**config.mk**
```make
export PLATFORM = sky130hd
export DESIGN_NAME = fetch_stage
export DESIGN_NICKNAME = d
export VERILOG_FILES = /design/src/rtl/fetch_stage.sv
export SDC_FILE = /design/constraint.sdc
export NUM_CORES = 1
export LEC_CHECK = 0
export BUFFER_PORTS_ARGS = -buffer_cell sky130_fd_sc_hd__buf_2
export CAP_MARGIN = 15
export CORE_MARGIN = 2
export CORE_UTILIZATION = 30
export DETAILED_ROUTE_END_ITERATION = 7
export HOLD_SLACK_MARGIN = 0.06
export PLACE_DENSITY_LB_ADDON = 0.05
export SETUP_SLACK_MARGIN = 0.15
export SKIP_CTS_REPAIR_TIMING = 1
export SYNTH_ARGS = -nofsm -noshare
export SYNTH_HDL_FRONTEND = slang
export SYNTH_SLANG_ARGS = --single-unit
```
**constraint.sdc**
```tcl
create_clock -name clk -period 2 [get_ports clk]
set_clock_uncertainty 0.1 [all_clocks]
set_input_delay 0 -clock clk [delete_from_list [all_inputs] [get_ports clk]]
set_output_delay 0 -clock clk [all_outputs]
set_load 0.05 [all_outputs]
```
**src/rtl/fetch_stage.sv**
```systemverilog
// fetch_stage: IF stage with PC, 2-entry fetch queue and epoch squashing.
// Optional 2-bit BHT branch predictor enabled by defining FETCH_BHT_EN.
module fetch_stage #(
    parameter int         PC_W       = 8,
    parameter int         INSTR_W    = 16,
    parameter int         BHT_IDX    = 4,
    parameter logic [3:0] BR_OPCODE  = 4'hC,
    parameter logic [3:0] JMP_OPCODE = 4'hD
) (
    input  logic               clk,
    input  logic               reset_n,
    input  logic               stall,
    input  logic               flush,
    input  logic [PC_W-1:0]    redirect_pc,
    input  logic               halt,
    input  logic               update,
    input  logic [PC_W-1:0]    update_pc,
    input  logic               update_taken,
    output logic               imem_req,
    output logic [PC_W-1:0]    imem_addr,
    input  logic [INSTR_W-1:0] imem_rdata,
    input  logic               imem_valid,
    output logic [INSTR_W-1:0] instruction_IF,
    output logic [PC_W-1:0]    pc_IF,
    output logic               valid_IF,
    output logic               predict_taken
);

    typedef struct packed {
        logic [INSTR_W-1:0] instr;
        logic [PC_W-1:0]    pc;
        logic               pred;
    } fq_t;

    fq_t             q0;
    fq_t             q1;
    fq_t             incoming;
    logic [1:0]      count;
    logic [PC_W-1:0] pc;
    logic [PC_W-1:0] pc_next;
    logic            epoch;
    logic            inflight;
    logic            inflight_tag;
    logic [PC_W-1:0] inflight_pc;
    logic            pop;
    logic            push;
    logic            issue;
    logic            pred;
    logic            bht_taken;
    logic [1:0]      occ;
    logic [3:0]      opcode;
    logic [PC_W-1:0] target;

    assign opcode = imem_rdata[INSTR_W-1 -: 4];
    assign target = imem_rdata[4 +: PC_W];

    assign pop  = (count != 2'd0) && !stall;
    assign push = imem_valid && inflight && (inflight_tag == epoch) && !flush;

    // Occupancy after this cycle's pop, counting the word still in flight;
    // a slot freed by a pop can be refilled by an issue in the same cycle.
    assign occ   = count - 2'(pop) + 2'(inflight);
    assign issue = reset_n && !halt && !flush && (occ < 2'd2);

    assign imem_req  = issue;
    assign imem_addr = pc;

    assign valid_IF       = (count != 2'd0);
    assign instruction_IF = valid_IF ? q0.instr : '0;
    assign pc_IF          = valid_IF ? q0.pc : '0;
    assign predict_taken  = valid_IF ? q0.pred : 1'b0;

    // Predict direction of the returning word from its opcode.
    always_comb begin
        pred = 1'b0;
        unique case (1'b1)
            (opcode == JMP_OPCODE): pred = 1'b1;
            (opcode == BR_OPCODE):  pred = bht_taken;
            default:                pred = 1'b0;
        endcase
    end

    assign incoming = {imem_rdata, inflight_pc, pred};

    // Next PC: redirect beats predicted target beats sequential advance.
    always_comb begin
        pc_next = pc;
        if (flush) begin
            pc_next = redirect_pc;
        end else if (push && pred) begin
            pc_next = target;
        end else if (issue) begin
            pc_next = pc + 1'b1;
        end
    end

    // PC, epoch and in-flight request tracking.
    always_ff @(posedge clk or negedge reset_n) begin
        if (!reset_n) begin
            pc           <= '0;
            epoch        <= 1'b0;
            inflight     <= 1'b0;
            inflight_tag <= 1'b0;
            inflight_pc  <= '0;
        end else begin
            pc           <= pc_next;
            inflight     <= issue;
            inflight_tag <= epoch;
            inflight_pc  <= pc;
            if (flush || (push && pred)) begin
                epoch <= ~epoch;
            end
        end
    end

    // Two-entry fetch queue, head in q0.
    always_ff @(posedge clk or negedge reset_n) begin
        if (!reset_n) begin
            count <= 2'd0;
            q0    <= '0;
            q1    <= '0;
        end else if (flush) begin
            count <= 2'd0;
        end else begin
            case ({push, pop})
                2'b10: begin
                    if (count == 2'd0) q0 <= incoming;
                    else               q1 <= incoming;
                    count <= count + 2'd1;
                end
                2'b01: begin
                    q0    <= q1;
                    count <= count - 2'd1;
                end
                2'b11: begin
                    if (count == 2'd2) begin
                        q0 <= q1;
                        q1 <= incoming;
                    end else begin
                        q0 <= incoming;
                    end
                end
                default: ;
            endcase
        end
    end

    a_no_push_full: assert property (
        @(posedge clk) disable iff (!reset_n) !(push && count == 2'd2)
    );

`ifdef FETCH_BHT_EN
    logic [1:0]         bht [2**BHT_IDX];
    logic [BHT_IDX-1:0] look_idx;
    logic [BHT_IDX-1:0] upd_idx;
    logic               unused_upc;

    assign look_idx   = inflight_pc[BHT_IDX-1:0];
    assign upd_idx    = update_pc[BHT_IDX-1:0];
    assign bht_taken  = bht[look_idx][1];
    assign unused_upc = ^update_pc[PC_W-1:BHT_IDX];

    // Saturating 2-bit counters trained by resolved branches.
    always_ff @(posedge clk or negedge reset_n) begin
        if (!reset_n) begin
            for (int i = 0; i < 2**BHT_IDX; i++) begin
                bht[i] <= 2'b01;
            end
        end else if (update) begin
            if (update_taken) begin
                if (bht[upd_idx] != 2'b11) bht[upd_idx] <= bht[upd_idx] + 2'd1;
            end else begin
                if (bht[upd_idx] != 2'b00) bht[upd_idx] <= bht[upd_idx] - 2'd1;
            end
        end
    end
`else
    logic unused_bht;

    assign bht_taken  = 1'b0;
    assign unused_bht = ^{update, update_pc, update_taken,
                          inflight_pc[BHT_IDX-1:0]};
`endif

endmodule

```
# == After elaboration in Yosys (flattened, before gate mapping) ==
# Index checks and enable logic that the tools add are counted.
# totals
ff_bits,71
input_bits,40
out_inout_bits,35
word_cells,64
# op_classes
add_sub_neg,5
n_lt_le_gt_ge,1
eq_ne,9
n_mux,15
n_bitwise,2
n_reduce_logical,20
# op_table
operator,count
two-way mux 25 bit,4
one-hot mux 25 bit (3 select lines),1
one-hot mux 25 bit (2 select lines),1
two-way mux 8 bit,4
two-way mux 16 bit,1
nonzero test 3 bit,3
adder 8 x 1 -> 8 bit (second input constant),1
logical AND 1 bit,8
equality test 2 bit (second input constant),3
!= test 2 bit (second input constant),3
equality test 4 bit (second input constant),1
one-hot mux 2 bit (2 select lines),1
AND reduction 4 bit,1
nonzero test 2 bit,2
logical NOT 1 bit,3
AND reduction 3 bit,1
adder 2 x 1 -> 2 bit,1
adder 2 x 1 -> 2 bit (second input constant),1
equality test 2 x 1 -> 1 bit (second input constant),1
logical NOT 2 bit,1
< comparator 2 bit (second input constant),1
two-way mux 1 bit,2
two-way mux 2 bit,1
inverter 1 bit,2
other kinds (4),4

# == Depth between registers and ports, before layout ==
# Gate-level depths: netlist of run 1.
# depth
depth_word,9
depth_mapped,10
ltp_nobuf,8

# == Worst setup path before layout of run 1 ==
# Ideal clock, no wire load.
# synth_timing
kind,reg2reg
start,register count[0]
end,register inflight
setup_ns,0.245
arrival_time_ns,2.533
required_ns,1.655
path_slack_ns,-0.878
path_stages_with_launch,9
n_path_buf,2
cell_sequence,dfrtp_1 -> buf_2 -> nor2_1 -> buf_2 -> nor2_1 -> ha_1 -> nor2b_1 -> xnor2_1 -> nor3_1
# synth_between
elab_chain_cells,6
# synth_rtl
element,line,rtl
"start, declared",38,logic [1:0] count;
"start signal, assigned",129,count <= count + 2'd1;
"start signal, assigned",133,count <= count - 2'd1;
nonzero test 2 bit,57,assign pop = (count != 2'd0) && !stall;
logical AND 1 bit,57,
subtractor 2 x 1 -> 2 bit (*),62,assign occ = count - 2'(pop) + 2'(inflight);
adder 2 x 1 -> 2 bit (*),62,
< comparator 2 bit (*),63,assign issue = reset_n && !halt && !flush && (occ < 2'd2);
logical AND 1 bit (*),63,
via imem_req,19,"output logic imem_req,"
"end signal, assigned",107,inflight <= issue;
"end, declared",42,logic inflight;
# The timed path passes the listed nets; every way through them passes the cells marked *.
# A chain may end at the register's enable or synchronous reset.

# == Worst setup path after layout of run 1 ==
# layout_timing
start,register count[1]
end,output port imem_req
# layout_between
elab_chain_cells,6
# layout_rtl
element,line
nonzero test 2 bit,57
logical AND 1 bit,57
subtractor 2 x 1 -> 2 bit (*),62
adder 2 x 1 -> 2 bit (*),62
< comparator 2 bit (*),63
logical AND 1 bit (*),63
"end, declared",19
# Mark *: on every way between the ends. The rest lies on a longest branch, timed or not.

==> run_results.csv, run 1 <==
group,metric,value,unit
floorplan,start_util,31.0,%
layout,multi_input_area,0.00159,mm²
routing,drtIter0Drc,75,
floorplan,die-area,0.0121,mm²
timing,max_clock_freq,529,MHz
routing,num_vias,2502,
power_and_ir_drop,total_power,4080,µW
logic_synthesis,syn-instance-count,300,
critical_path,crit_type,"flop to primary output",
hold_path,hold_path.class,"primary input to flop",
global_routing,antenna_found_initial,0,
logic_synthesis,synth_largest_area_cell,"dfrtp_1",
routing,via_per_inst,4.56,
logic_synthesis,synth-edff-count,0,
logic_synthesis,synthFlopType,"dfrtp_1",
layout,fill_cells,1100,
logic_synthesis,syn_area_per_cell,11.3,µm²
global_routing,grt_util_all_layers,14.3,%
logic_synthesis,postSynth.asyncResetShare,100,%
timing,setup_viol,0,
critical_path,worstPathRequired,1.90,ns
global_routing,grt_max_degree,72,
floorplan,die_w,110,µm
placed_design,dpl.cell_count,500,
timing,period_minus_slack,1.89,ns
logic_synthesis,ys_types,42,
timing,rsz0062_at_grt,"yes",
layout,diodes,0,
timing,slew_viol_final,0,
floorplan,io_pins,75,
clock_network,path_clk_slew,0.08,ns
critical_path,worstSetupStartpointType,"flop",
layout,final_nets,446,
layout,drive_above_1_share,33.7,%
clock_network,clk_latency,0.34,ns
placed_design,gp_congestion,0.755,
flow_run,cap_violations,0,
layout,layout.area.seq,0.00178,mm²
logic_synthesis,yosys.area.top_type_share,52.6,%
global_routing,first_global_vias,2461,
clock_network,numCtsBuffers,9,
routing,drt.antenna.violating_nets,0,
power_and_ir_drop,ir_worst_vdd,407,µV
routing,wl_per_cell,15.0,µm
timing,hold_violations,0,
timing,worst_pin_slew,0.365,ns
routing,drc,0,
power_and_ir_drop,p_leak,0.00231,µW
floorplan,die_y,110,µm
clock_network,cts.sinks,71,
clock_network,cts_root_buf,"clkbuf_8",
clock_network,htreeDepth,3,
timing,holdWs,0.0241,ns
placed_design,portBuffers,64,
critical_path,arrival,1.79,ns
status,outcome,"finished clean",
global_routing,grt_pass1_wl,12900,µm
logic_synthesis,synth-seq-cells,71,
placed_design,dpl.hpwl,5450,µm
global_routing,overflow,0,
floorplan,coreArea,0.0109,mm²
layout,stdcell_count,549,
logic_synthesis,synth_area_leaders,"dfrtp_1 (53%), mux2i_1 (7.7%), mux2_2 (6.7%), nor2b_1 (4.8%), nand2_1 (3.4%)",
critical_path,worstPathMaxFanout,3,
routing,drtPass1Iterations,4,
critical_path,critPathCaptureType,"primary output",
clock_network,clockBufferDepth,2,
logic_synthesis,ys_seq_area_share,52.6,%
logic_synthesis,synth_fp_nets,342,
layout,fin_util,42.2,%
layout,areaGrowthSynthToFinish,36.1,%
power_and_ir_drop,power_density,887,mW/mm²
clock_network,cts_tree,"yes",
logic_synthesis,yosysWarnings,0,
timing,setup_tns,0,ns
timing,post-route-period-util,94.4,%
logic_synthesis,netlist_area,0.00338,mm²
floorplan,rows,38,
routing,wl,8250,µm
timing,slew_headroom,75.1,%
cell usage after synthesis, types with 4 or more instances:
cell      count
o21ai_0       7
inv_1         6
nor2_1       13
mux2_1        5
nand2_1      31
mux2_2       20
dfrtp_1      71
a31oi_1       5
nand3_1       6
mux2i_1      26
xnor2_1       7
clkbuf_1      9
o21ai_1      20
nor3_1        4
nor2b_1      26
a21oi_1       6
path summary, 6_finish.rpt:
kind,depth (start not counted),start,to,slack (ns)
max,7,count[1],imem_req,0.11
min,4,stall,count[0],0.02
max reg2reg,8,count[1],imem_addr[1],0.11
min reg2reg,0,imem_addr[7],inflight_pc[7],0.34
max in group asynchronous,3,reset_n,count[1],1.32
min in group asynchronous,3,reset_n,q1[12],0.14
kinds of logic after synthesis:
| group | after synthesis | share of synthesized area (%) |
|---|---|---|
| buf+inv | 23 | 4.08 |
| xor+xnor | 11 | 3.41 |
| flops | 71 | 52.6 |
| mux | 51 | 16.0 |
| fa+ha+maj | 2 | 0.741 |
| compound gates | 53 | 9.71 |
| simple gates | 89 | 13.4 |
per-layer routing:
metal  GRT usage [%]  part of all wire [%]
met2            23.4                    48
met4            4.34                  0.92
met3            3.00                   3.4
met1            19.1                    48
met5               0                     0
sequential cells by signal (all words and copies together), names as in the netlist:
signal        count
imem_addr         8
epoch             1
inflight_tag      1
q0               25
inflight_pc       8
q1               25
inflight          1
count             2
cell type report:
type / instances / area share, %
Timing Repair Buffer: 110 / 17.7
Multi-Input combinational cell: 206 / 34.5
Clock inverter: 7 / 2.10
Inverter: 6 / 0.490
Sequential cell: 71 / 38.7
Tap cell: 140 / 3.81
Clock buffer: 9 / 2.70
placed cells by master, fill, tap and decap left out, types with 2 or more instances in the layout:
master | synthesis | routed
and3_1 | 2 | 2
clkinv_2 | 0 | 2
dfrtp_2 | 0 | 2
o21ai_4 | 1 | 2
xnor2_4 | 1 | 3
nand2b_1 | 2 | 2
a21oi_1 | 6 | 5
xor2_1 | 3 | 3
inv_1 | 6 | 6
o21ai_1 | 20 | 20
xnor2_1 | 7 | 5
buf_12 | 2 | 5
nor2b_1 | 26 | 25
a311o_1 | 2 | 2
dfrtp_1 | 71 | 69
buf_4 | 2 | 12
mux2_2 | 20 | 20
nand3_1 | 6 | 6
dlygate4sd3_1 | 0 | 29
mux2i_1 | 26 | 26
a31oi_1 | 5 | 4
mux2_1 | 5 | 5
o21ai_0 | 7 | 7
bufinv_16 | 0 | 2
nand2_1 | 31 | 31
o22ai_1 | 3 | 3
nor2_1 | 13 | 9
nor3_1 | 4 | 3
buf_6 | 1 | 2
nor2_4 | 1 | 4
clkbuf_8 | 0 | 9
buf_2 | 3 | 62
clkinv_4 | 0 | 2
per-stage QoR:
| step | area (µm²) | worst slack (ns) |
|---|---|---|
| final | 4600 | 0.111 |
| after global routing | 4600 | 0.00283 |
| after CTS | 4240 | -0.0421 |
| after detailed placement | 4020 | 0.0370 |
| after global placement | 4020 | 0.0812 |
| after floorplan | 3480 | 0.00870 |
critical path: stages (launching register included):
cell	delay (ns)
dfrtp_2	0.43
nor2_4	0.14
nor2_4	0.05
ha_4	0.21
nor2b_4	0.15
xnor2_4	0.13
nor3_4	0.15
buf_6	0.18
where the power goes:
group / total (µW) / internal, µW / switching, µW / leakage [µW]
clock: 1290 / 707 / 581 / 0.000114
combinational: 872 / 418 / 454 / 0.00128
sequential: 1920 / 1730 / 187 / 0.000916
(Power assumes the default switching activity.)
==> run 2, diff against run 1 <==
--- a/config.mk
+++ b/config.mk
@@ -9,9 +9,9 @@
 export CAP_MARGIN = 15
 export CORE_MARGIN = 2
 export CORE_UTILIZATION = 30
+export CTS_BUF_LIST = sky130_fd_sc_hd__clkbuf_16
 export DETAILED_ROUTE_END_ITERATION = 7
 export HOLD_SLACK_MARGIN = 0.06
-export PLACE_DENSITY_LB_ADDON = 0.05
 export SETUP_SLACK_MARGIN = 0.15
 export SKIP_CTS_REPAIR_TIMING = 1
 export SYNTH_ARGS = -nofsm -noshare
==> run_results.csv, run 2 (synthesis gave the netlist of run 1 again) <==
group,metric,value,unit
global_routing,gr-usage-met1,19.1,%
floorplan,coreArea,0.0109,mm²
timing,period_minus_slack,1.89,ns
timing,setup_tns,0,ns
timing,rsz0062_at_grt,"yes",
timing,max_clock_freq,530,MHz
timing,post-route-period-util,94.3,%
clock_network,htreeDepth,3,
layout,areaGrowthSynthToFinish,36.0,%
power_and_ir_drop,switching_share,28.1,%
layout,final_nets,441,
placed_design,dpl.hpwl,5260,µm
floorplan,io_pins,75,
power_and_ir_drop,p_leak,0.00230,µW
clock_network,numCtsBuffers,9,
floorplan,die_w,110,µm
clock_network,cts_root_buf,"clkbuf_16",
clock_network,cts_tree,"yes",
routing,via_per_inst,4.63,
layout,drive_above_1_share,32.2,%
global_routing,grt_use_met2,19.2,%
layout,final_common_cell,"dfrtp_1",
timing,slew_headroom,60.5,%
layout,final_cell_mix,"dfrtp_1 (70), buf_2 (62), nand2_1 (31)",
timing,setup_viol,0,
clock_network,path_clk_slew,0.06,ns
power_and_ir_drop,p_comb_share,20.0,%
critical_path,crit_type,"flop to primary output",
timing,hold_violations,0,
routing,drt.antenna.violating_nets,0,
floorplan,die_y,110,µm
status,outcome,"finished clean",
hold_path,min_from,"stall",
power_and_ir_drop,power_density,934,mW/mm²
global_routing,grt_pass1_wl,12100,µm
placed_design,gp_congestion,0.733,
global_routing,grt_util_all_layers,13.2,%
timing,slew_viol_final,0,
power_and_ir_drop,pwr-share-seq,44.8,%
critical_path,arrival,1.79,ns
global_routing,top_usage_layer,"met2",
global_routing,antenna_found_initial,0,
critical_path,worstPathMaxFanout,3,
global_routing,grt_max_degree,51,
critical_path,worstSetupStartpointType,"flop",
power_and_ir_drop,p_sw,1200,µW
placed_design,portBuffers,64,
routing,drtPass1Iterations,4,
layout,final_cell_area,0.00459,mm²
routing,drc,0,
timing,worst_pin_slew,0.592,ns
critical_path,critPathCaptureType,"primary output",
clock_network,clk_latency,0.32,ns
global_routing,overflow,0,
critical_path,worstPathRequired,1.90,ns
clock_network,cts.sinks,71,
floorplan,rows,38,
hold_path,hold_path.class,"primary input to flop",
layout,reg.largest.list,"q0 (25), q1 (25)",
placed_design,place_area,0.00398,mm²
placed_design,post-place-ws,0.103,ns
floorplan,start_util,31.0,%
routing,wl_per_cell,14.2,µm
power_and_ir_drop,ir_worst_vdd,408,µV
routing,wl,7720,µm
power_and_ir_drop,p_clk_share,35.2,%
flow_run,cap_violations,0,
routing,drtIter0Drc,106,
critical_path,setup.worst_path.start,"count[0]",
layout,diodes,0,
clock_network,clockBufferDepth,2,
timing,holdWs,0.0330,ns
global_routing,use_met3,2.94,%
routing,num_vias,2517,
critical_path,reg2reg_from,"count[0]",
global_routing,first_global_vias,2347,
power_and_ir_drop,intPower,3080,µW
timing,fin_ws,0.113,ns
floorplan,die-area,0.0121,mm²
-- run 2: area by class of cell --
type                            instances  area [µm²]
Clock inverter                          7        56.3
Clock buffer                            9         225
Fill cell                            1060        6300
Sequential cell                        71        1780
Timing Repair Buffer                  105         746
Inverter                                6        22.5
Multi-Input combinational cell        206        1590
Tap cell                              140         175
-- run 2: path summary, 6_finish.rpt --
check	end	cells past startpoint	slack (ns)
worst max-delay path	imem_req	7	0.11
worst min-delay path	count[0]	4	0.03
worst max register to register	imem_addr[2]	8	0.13
worst min register to register	inflight_pc[7]	0	0.32
max in group asynchronous	count[1]	3	1.12
min in group asynchronous	q0[1]	3	0.16
-- run 2: power groups by stage --
stage	Clock, µW	Sequential [µW]	Combinational, µW
2_1_floorplan	0	1970	518
3_3_place_gp	0	1940	769
3_5_place_dp	0	1950	788
4_1_cts	1550	1930	792
5_1_grt	1620	1970	950
6_report	1510	1920	858
-- run 2: stage by stage --
stage	util [%]	cells	total power [µW]
2_1_floorplan	-	300	2490
3_3_place_gp	36.6	498	2710
3_5_place_dp	36.6	498	2740
4_1_cts	39.2	514	4260
5_1_grt	42.2	544	4540
6_report	42.2	544	4290
-- run 2: critical path: stages, from the launching register on --
cell     delay, ns
dfrtp_1       0.41
nor2_4        0.15
nor2_4        0.05
ha_4          0.17
xnor2_4       0.19
xnor2_4       0.15
nor3_4        0.16
buf_6         0.18
-- run 2: per-layer routing --
layer / up-vias / wire, µm
li1: 1236 / -
met1: 1205 / 3590
met2: 71 / 3710
met3: 5 / 352
met4: 0 / 65
met5: - / 0
==> run 3, diff against run 2 <==
--- a/config.mk
+++ b/config.mk
@@ -12,7 +12,7 @@
 export CTS_BUF_LIST = sky130_fd_sc_hd__clkbuf_16
 export DETAILED_ROUTE_END_ITERATION = 7
 export HOLD_SLACK_MARGIN = 0.06
-export SETUP_SLACK_MARGIN = 0.15
+export SETUP_SLACK_MARGIN = 0.1
 export SKIP_CTS_REPAIR_TIMING = 1
 export SYNTH_ARGS = -nofsm -noshare
 export SYNTH_HDL_FRONTEND = slang
==> run_results.csv, run 3 (synthesis gave the netlist of run 1 again) <==
group,metric,value,unit
critical_path,worstPathRequired,1.90,ns
floorplan,io_pins,75,
critical_path,worstSetupStartpointType,"flop",
clock_network,htreeDepth,3,
floorplan,coreArea,0.0109,mm²
placed_design,dpl.hpwl,5330,µm
timing,post-route-period-util,93.7,%
global_routing,first_global_vias,2352,
clock_network,cts_root_buf,"clkbuf_16",
power_and_ir_drop,switching_share,28.5,%
timing,worst_pin_slew,0.577,ns
critical_path,crit_type,"flop to primary output",
timing,max_clock_freq,534,MHz
timing,fin_ws,0.126,ns
routing,wl,7710,µm
placed_design,portBuffers,64,
clock_network,cts.sinks,71,
global_routing,overflow,0,
clock_network,clockBufferDepth,2,
power_and_ir_drop,p_sw,1240,µW
floorplan,die_w,110,µm
clock_network,numCtsBuffers,9,
timing,setup_tns,0,ns
floorplan,die_y,110,µm
routing,drtIter0Drc,92,
floorplan,rows,38,
layout,fin_util,42.5,%
routing,via_per_inst,4.59,
routing,drc,0,
layout,final_common_cell,"dfrtp_1",
layout,drive_above_1_share,32.9,%
status,outcome,"finished clean",
floorplan,start_util,31.0,%
timing,period_minus_slack,1.87,ns
layout,reg.largest.list,"q0 (25), q1 (25)",
clock_network,cts_tree,"yes",
power_and_ir_drop,ir_worst_vdd,468,µV
floorplan,die-area,0.0121,mm²
timing,setup_viol,0,
clock_network,clk_latency,0.33,ns
layout,diodes,0,
timing,slew_headroom,61.6,%
power_and_ir_drop,p_comb_share,19.9,%
power_and_ir_drop,p_clk_share,35.8,%
critical_path,arrival,1.77,ns
flow_run,cap_violations,0,
power_and_ir_drop,intPower,3100,µW
layout,areaGrowthSynthToFinish,37.1,%
global_routing,grt_pass1_wl,11900,µm
routing,num_vias,2511,
timing,hold_violations,0,
timing,rsz0062_at_grt,"yes",
routing,drt.antenna.violating_nets,0,
power_and_ir_drop,power_density,937,mW/mm²
timing,slew_viol_final,0,
critical_path,critPathCaptureType,"primary output",
layout,final_cell_mix,"dfrtp_1 (70), buf_2 (62), nand2_1 (31)",
power_and_ir_drop,pwr-share-seq,44.3,%
placed_design,post-place-ws,0.0560,ns
critical_path,rrSetupSlack,0.14,ns
clock_network,path_clk_slew,0.06,ns
critical_path,worstPathMaxFanout,3,
global_routing,antenna_found_initial,0,
placed_design,gp_congestion,0.753,
global_routing,grt_util_all_layers,13.1,%
routing,drtPass1Iterations,4,
hold_path,hold_path.class,"primary input to flop",
power_and_ir_drop,p_leak,0.00233,µW
layout,final_nets,445,
routing,wl_per_cell,14.1,µm
global_routing,grt_max_degree,45,
power_and_ir_drop,total_power,4340,µW
-- run 3: changes by cell type in the layout (fill, tap and decap cells not counted), moves of 2 or more --
cell      previous run  this run
inv_1                8         6
buf_4               11        13
clkinv_1             3         1
clkinv_2             0         2
-- run 3: per-stage QoR --
step	hold slack, ns	std cells	cell area (µm²)
finish	0.0400	547	4630
global route	0.0928	547	4630
CTS	-0.395	514	4290
detailed placement	-0.0401	499	4000
global placement	-0.0388	499	4000
floorplan	-0.396	300	3480
-- run 3: path summary, 6_finish.rpt --
| kind | from | end | cells after the start |
|---|---|---|---|
| setup / recovery | count[1] | imem_req | 7 |
| hold / removal | stall | count[1] | 3 |
| setup reg to reg | count[1] | imem_addr[7] | 8 |
| hold reg to reg | imem_addr[7] | inflight_pc[7] | 0 |
| max in group asynchronous | reset_n | count[1] | 3 |
| min in group asynchronous | reset_n | q1[1] | 3 |
-- run 3: routing by layer --
layer	vias to the layer above	global-route usage (%)	wire, µm
met4	0	5.97	161
met2	62	19.7	3640
met3	13	3.70	354
met1	1194	17.6	3550
li1	1242	-	-
met5	-	0	0
-- run 3: worst max-delay path, cell delays in order, from the launching register on --
cell,delay [ns]
dfrtp_2,0.42
nor2_4,0.14
nor2_4,0.05
ha_4,0.22
nor2b_4,0.16
xnor2_4,0.12
nor3_4,0.15
buf_6,0.18
-- run 3: area by class of cell --
cell class	instances	area, µm²
well taps	140	175
flip-flops and latches	71	1780
inverters	6	22.5
fillers	1056	6260
clock inverters	6	61.3
multi-input cells	206	1580
clock buffers	9	225
repair buffers	109	791
-- run 3: power groups by stage --
stage,combinational (µW),clock (µW),sequential [µW]
after floorplan,518,0,1970
after global routing,965,1640,1960
after global placement,771,0,1940
final,864,1550,1920
after CTS,795,1590,1930
after detailed placement,789,0,1950
